## src/rtl/uart_host_pkg.sv

```systemverilog
// Shared types and constants for the host-side UART transmitter and its FIFO.
package uart_host_pkg;

   typedef enum logic [1:0] {
      IDLE  = 2'd0,
      START = 2'd1,
      DATA  = 2'd2,
      STOP  = 2'd3
   } tx_state_e;

   localparam int unsigned DATA_BITS = 8;

   // Occupancy counter must represent 0..depth inclusive.
   function automatic int unsigned count_width(input int unsigned depth);
      return $clog2(depth) + 1;
   endfunction

endpackage

```

## src/rtl/uart_host_fifo.sv

```systemverilog
// Synchronous show-ahead FIFO with registered FULL/EMPTY/COUNT flags.
module uart_host_fifo
   import uart_host_pkg::*;
#(
   parameter int unsigned DEPTH = 4,
   parameter int unsigned WIDTH = 8
) (
   input  logic                            CLK,
   input  logic                            RESET,
   input  logic                            WR_EN,
   input  logic [WIDTH-1:0]                WR_DATA,
   input  logic                            RD_EN,
   output logic [WIDTH-1:0]                RD_DATA,
   output logic                            FULL,
   output logic                            EMPTY,
   output logic [count_width(DEPTH)-1:0]   COUNT
);

   localparam int unsigned PTR_W = $clog2(DEPTH);
   localparam int unsigned CNT_W = count_width(DEPTH);

   logic [WIDTH-1:0] mem [DEPTH];
   logic [PTR_W-1:0] wr_ptr_q;
   logic [PTR_W-1:0] rd_ptr_q;
   logic [CNT_W-1:0] count_d;
   logic             wr_ok_c;
   logic             rd_ok_c;

   // A write while full is refused even if a pop frees a slot this cycle.
   assign wr_ok_c = WR_EN && !FULL;
   assign rd_ok_c = RD_EN && !EMPTY;
   assign RD_DATA = mem[rd_ptr_q];

   always_comb begin
      count_d = COUNT;
      if (wr_ok_c && !rd_ok_c) begin
         count_d = COUNT + CNT_W'(1);
      end else if (rd_ok_c && !wr_ok_c) begin
         count_d = COUNT - CNT_W'(1);
      end
   end

   always_ff @(posedge CLK) begin
      if (wr_ok_c) begin
         mem[wr_ptr_q] <= WR_DATA;
      end
   end

   always_ff @(posedge CLK) begin
      if (RESET) begin
         wr_ptr_q <= '0;
         rd_ptr_q <= '0;
         COUNT    <= '0;
         FULL     <= 1'b0;
         EMPTY    <= 1'b1;
      end else begin
         if (wr_ok_c) wr_ptr_q <= wr_ptr_q + PTR_W'(1);
         if (rd_ok_c) rd_ptr_q <= rd_ptr_q + PTR_W'(1);
         COUNT <= count_d;
         FULL  <= (count_d == CNT_W'(DEPTH));
         EMPTY <= (count_d == '0);
      end
   end

endmodule

```

## src/rtl/uart_host_tx.sv

```systemverilog
// Host-side 8N1 UART transmitter (LSB first) fed from a small write FIFO.
module uart_host_tx
   import uart_host_pkg::*;
#(
   parameter int unsigned CLK_DIV    = 16,
   parameter int unsigned FIFO_DEPTH = 4,
   parameter int unsigned STOP_BITS  = 1
) (
   input  logic                                 CLK,
   input  logic                                 RESET,
   input  logic                                 WR_EN,
   input  logic [DATA_BITS-1:0]                 WR_DATA,
   output logic                                 FULL,
   output logic [count_width(FIFO_DEPTH)-1:0]   COUNT,
   output logic                                 OVERRUN,
   output logic                                 BUSY,
   output logic                                 TX_DONE,
   output logic                                 TXD
);

   localparam int unsigned DIV_W = $clog2(STOP_BITS * CLK_DIV);
   localparam int unsigned BIT_W = $clog2(DATA_BITS);
   localparam logic [DIV_W-1:0] BIT_LAST  = DIV_W'(CLK_DIV - 1);
   localparam logic [DIV_W-1:0] STOP_LAST = DIV_W'(STOP_BITS * CLK_DIV - 1);
   localparam logic [BIT_W-1:0] LAST_BIT  = BIT_W'(DATA_BITS - 1);

   tx_state_e            state_q, state_d;
   logic [DIV_W-1:0]     div_q, div_d;
   logic [BIT_W-1:0]     bitcnt_q, bitcnt_d;
   logic [DATA_BITS-1:0] sh_q, sh_d;
   logic                 txd_d;
   logic                 pop_c;
   logic                 fifo_empty;
   logic [DATA_BITS-1:0] fifo_rd_data;

   uart_host_fifo #(
      .DEPTH (FIFO_DEPTH),
      .WIDTH (DATA_BITS)
   ) u_fifo (
      .CLK     (CLK),
      .RESET   (RESET),
      .WR_EN   (WR_EN),
      .WR_DATA (WR_DATA),
      .RD_EN   (pop_c),
      .RD_DATA (fifo_rd_data),
      .FULL    (FULL),
      .EMPTY   (fifo_empty),
      .COUNT   (COUNT)
   );

   // Next-state, divider, shifter and line level.
   always_comb begin
      state_d  = state_q;
      div_d    = div_q;
      bitcnt_d = bitcnt_q;
      sh_d     = sh_q;
      txd_d    = TXD;
      pop_c    = 1'b0;

      case (state_q)
         IDLE: begin
            txd_d = 1'b1;
            if (!fifo_empty) begin
               pop_c   = 1'b1;
               sh_d    = fifo_rd_data;
               div_d   = BIT_LAST;
               txd_d   = 1'b0;
               state_d = START;
            end
         end
         START: begin
            if (div_q == '0) begin
               txd_d    = sh_q[0];
               bitcnt_d = '0;
               div_d    = BIT_LAST;
               state_d  = DATA;
            end else begin
               div_d = div_q - DIV_W'(1);
            end
         end
         DATA: begin
            if (div_q == '0) begin
               if (bitcnt_q == LAST_BIT) begin
                  txd_d   = 1'b1;
                  div_d   = STOP_LAST;
                  state_d = STOP;
               end else begin
                  sh_d     = sh_q >> 1;
                  txd_d    = sh_q[1];
                  bitcnt_d = bitcnt_q + BIT_W'(1);
                  div_d    = BIT_LAST;
               end
            end else begin
               div_d = div_q - DIV_W'(1);
            end
         end
         STOP: begin
            if (div_q == '0) begin
               // Chain straight into the next start bit when more data is queued.
               if (!fifo_empty) begin
                  pop_c   = 1'b1;
                  sh_d    = fifo_rd_data;
                  div_d   = BIT_LAST;
                  txd_d   = 1'b0;
                  state_d = START;
               end else begin
                  txd_d   = 1'b1;
                  state_d = IDLE;
               end
            end else begin
               div_d = div_q - DIV_W'(1);
            end
         end
         default: begin
            state_d = IDLE;
            txd_d   = 1'b1;
         end
      endcase
   end

   always_ff @(posedge CLK) begin
      if (RESET) begin
         state_q  <= IDLE;
         div_q    <= '0;
         bitcnt_q <= '0;
         sh_q     <= '0;
         TXD      <= 1'b1;
         BUSY     <= 1'b0;
         TX_DONE  <= 1'b0;
         OVERRUN  <= 1'b0;
      end else begin
         state_q  <= state_d;
         div_q    <= div_d;
         bitcnt_q <= bitcnt_d;
         sh_q     <= sh_d;
         TXD      <= txd_d;
         BUSY     <= (state_d != IDLE);
         // High during the last cycle of the final stop bit.
         TX_DONE  <= (state_d == STOP) && (div_d == '0);
         OVERRUN  <= WR_EN && FULL;
      end
   end

endmodule

```

## config.mk

```make
export PLATFORM = sky130hd
export DESIGN_NAME = uart_host_tx
export DESIGN_NICKNAME = d
export VERILOG_FILES = /design/src/rtl/uart_host_pkg.sv /design/src/rtl/uart_host_fifo.sv /design/src/rtl/uart_host_tx.sv
export SDC_FILE = /design/constraint.sdc
export NUM_CORES = 1
export LEC_CHECK = 0
export BUFFER_PORTS_ARGS = -buffer_cell sky130_fd_sc_hd__buf_2
export CORE_AREA = 2 2 102 104
export CTS_BUF_LIST = sky130_fd_sc_hd__clkbuf_16
export DETAILED_ROUTE_END_ITERATION = 7
export DIE_AREA = 0 0 104 106
export GPL_TIMING_DRIVEN = 1
export REMOVE_ABC_BUFFERS = 1
export SETUP_SLACK_MARGIN = 0.2
export SLEW_MARGIN = 25
export SYNTH_ARGS = -nofsm -noshare
export SYNTH_HDL_FRONTEND = slang
export SYNTH_SLANG_ARGS = --single-unit
```

## constraint.sdc

```tcl
create_clock -name CLK -period 2 [get_ports CLK]
set_input_delay 0.2 -clock CLK [delete_from_list [all_inputs] [get_ports CLK]]
set_output_delay 0.2 -clock CLK [all_outputs]
set_load 0.005 [all_outputs]
```

==> impl_metrics.tcl <==
set metrics [dict create \
    status "completed" \
    ys_types 45 \
    cts_made_buffers 9 \
    min_path_type "primary input to flip-flop" \
    final_cell_count_no_fill 432 \
    tightest_slew_ns 0.624 \
    die_h_um 106 \
    synth_area_per_cell_um2 11.9 \
    synth_area_leaders "edfxtp_1, dfxtp_1, mux4_2" \
    numClockSinks 64 \
    clock_latency_ns 0.33 \
    drive_above_1_share 0.375 \
    yosys_warnings 0 \
    start_kind "flip-flop" \
    clk_pin_slew_ns 0.06 \
    cp_slowest_stage_delay_ns 0.39 \
    finClkSkew_ns 0.00502 \
    hold_ws_ns 0.0863 \
    layout_commonest_cell "edfxtp_1" \
    die_area_um2 11000 \
    ios 19 \
    grt_pass1_wl_mm 9.45 \
    dp_hpwl_mm 3.73 \
    drt_iter0_drc 66 \
    synth_top_area_share 0.329 \
    worstPathArrival_ns 2.13 \
    fp.coreArea_um2 10000 \
    cp_max_fo 8 \
    cp_slowest_cell "or3b_4" \
    gp_congestion 0.822 \
    grt_max_degree 31 \
    insertedDiodeCount 0 \
    row_count 37 \
    final_nets 316 \
    vias 2032 \
    syn_area_um2 2920 \
    peakVddDrop_uv 616 \
    ys_seq_elements 64 \
    path_class "flip-flop to flip-flop" \
    cts.path.max_buffers 2 \
    dp_cells 409 \
    final_cell_mix "edfxtp_1, dfxtp_1, nor2_1" \
    cts_root_buffer "clkbuf_16" \
    wl_mm 5.81 \
    rsz0062_at_grt "yes" \
    chipWidth_um 104 \
    areaGrowthSynthToFinish_pct 31.8 \
    yosys.area.top_type "edfxtp_1" \
    power.static_leakage_nw 1.44 \
    final_max_slew_viol_count 0 \
    synthCells 246 \
    setup.worst_path.end_class "flip-flop" \
    track_usage 0.111 \
    io_buffers 18 \
    powerDensity_nw_per_um2 1580 \
    drtPass1Iterations 4 \
    cts_max_level 3 \
    hold_violations 0 \
    cts_tree "yes" \
    final_cell_area_um2 3850 \
    grt_pass1_vias 1941 \
    fin_crit_ns 1.95 \
    path_cells "inv_2, ha_4, or3b_4, a211o_1, a21oi_4, buf_12, buf_8, buf_6, a211oi_2" \
    antenna_left 0 \
    antenna_found_initial 0 \
    drc 0 \
    period_share 0.976 \
    timing.fmax_mhz 512 \
    utilization 0.385 \
    place_area_um2 3300 \
    grt_overflow 0 \
    wire_per_inst_um 13.4 \
    initial_core_util 0.292 \
    max_cap_violations 0 \
    worstPathRequired_ns 2.18 \
    vias_per_cell 4.70 \
    slew_headroom 0.584 \
    seq_area_frac_synth 0.548 \
    setup_violations 0 \
]
[worst max-delay path: cells and delay by family, from the launching register on]
| kind | cells | cell delay (ns) |
|---|---|---|
| AO/OA/AOI/OAI | 3 | 0.55 |
| AND/OR/NAND/NOR | 1 | 0.39 |
| flip-flops | 1 | 0.32 |
| adder cells (fa/ha/maj) | 1 | 0.13 |
| buffers and inverters | 4 | 0.41 |
[path summary, 6_finish.rpt]
path | startpoint | endpoint | slack (ns) | depth (start not counted)
worst max register to register | div_q[1] | sh_q[6] | 0.05 | 9
worst min-delay path | WR_DATA[3] | u_fifo.mem[2][3] | 0.09 | 1
worst max-delay path | div_q[1] | sh_q[6] | 0.05 | 9
worst min register to register | bitcnt_q[2] | bitcnt_q[2] | 0.46 | 2
[logic make-up (layout without fill, tap and decap cells)]
kind of cell    Yosys count  count (layout)  synth area share
fa+ha+maj                14              14            0.0599
simple gates             70              70             0.122
mux                      18              18            0.0963
flops                    64              64             0.548
buf+inv                  21              71            0.0300
compound gates           53              53             0.126
xor+xnor                  6               6            0.0180
[routing by layer]
layer / share of wire / wire length, um / track usage / up-vias
li1: - / - / - / 1001
met1: 0.46 / 2660 / 0.134 / 971
met2: 0.48 / 2810 / 0.178 / 42
met3: 0.026 / 150 / 0.0276 / 18
met4: 0.033 / 191 / 0.0676 / 0
met5: 0 / 0 / 0 / -
[report_power, final]
group          total [W]  internal [W]  switching, W  leakage (nW)
registers        0.00183       0.00164      0.000192         0.558
logic            0.00241       0.00125       0.00116         0.712
clock network    0.00183       0.00123      0.000597         0.171
total            0.00607       0.00413       0.00195          1.44
[cell type report]
type	instances	area, um^2
inverters	8	30.0
repair buffers	47	335
clock inverters	7	125
clock buffers	9	225
fillers	968	6150
well taps	136	170
multi-input cells	161	1360
flip-flops and latches	64	1610
[cell usage after synthesis, drive strengths merged]
master and number:
a2111oi 2, a211o 2, a211oi 8, a21o 1
a21oi 21, a221oi 1, a311oi 1, and2 4
and3 3, and4bb 2, buf 4, clkbuf 9
dfxtp 32, edfxtp 32, ha 14, inv 8
mux2 1, mux2i 9, mux4 8, nand2 12
nand2b 2, nand3 3, nand3b 1, nand4 2
nor2 29, nor2b 3, nor3 2, nor4b 3
nor4bb 1, o21a 2, o21ai 9, o21bai 2
o22ai 3, o32ai 1, or2 2, or3b 1
xnor2 5, xor2 1
[metrics by stage]
stage / power (W) / setup TNS (ns) / setup slack (ns)
finish: 0.00607 / 0 / 0.0473
global route: 0.00645 / -0.0621 / -0.0231
CTS: 0.00585 / 0 / 0.0693
detailed placement: 0.00379 / -0.400 / -0.0925
global placement: 0.00377 / -0.0880 / -0.0367
floorplan: 0.00310 / -0.665 / -0.114
[registers in the layout, indices dropped and copies added (netlist names), 2 cells and up, named ones only]
register	count
state_q	2
u_fifo.mem	32
u_fifo.wr_ptr_q	2
bitcnt_q	3
u_fifo.COUNT	3
sh_q	8
u_fifo.rd_ptr_q	2
div_q	4
[what timing repair did]
| item | CTS | global route |
|---|---|---|
| gates cloned | 0 | 0 |
| hold buffers | 0 | 0 |
| pin swaps | 5 | 8 |
| endpoints found under the setup margin | 18 | 21 |
| resized for setup | 24 | 19 |
| buffers inserted | 1 | 6 |
Power figures use the tool's default switching activity.
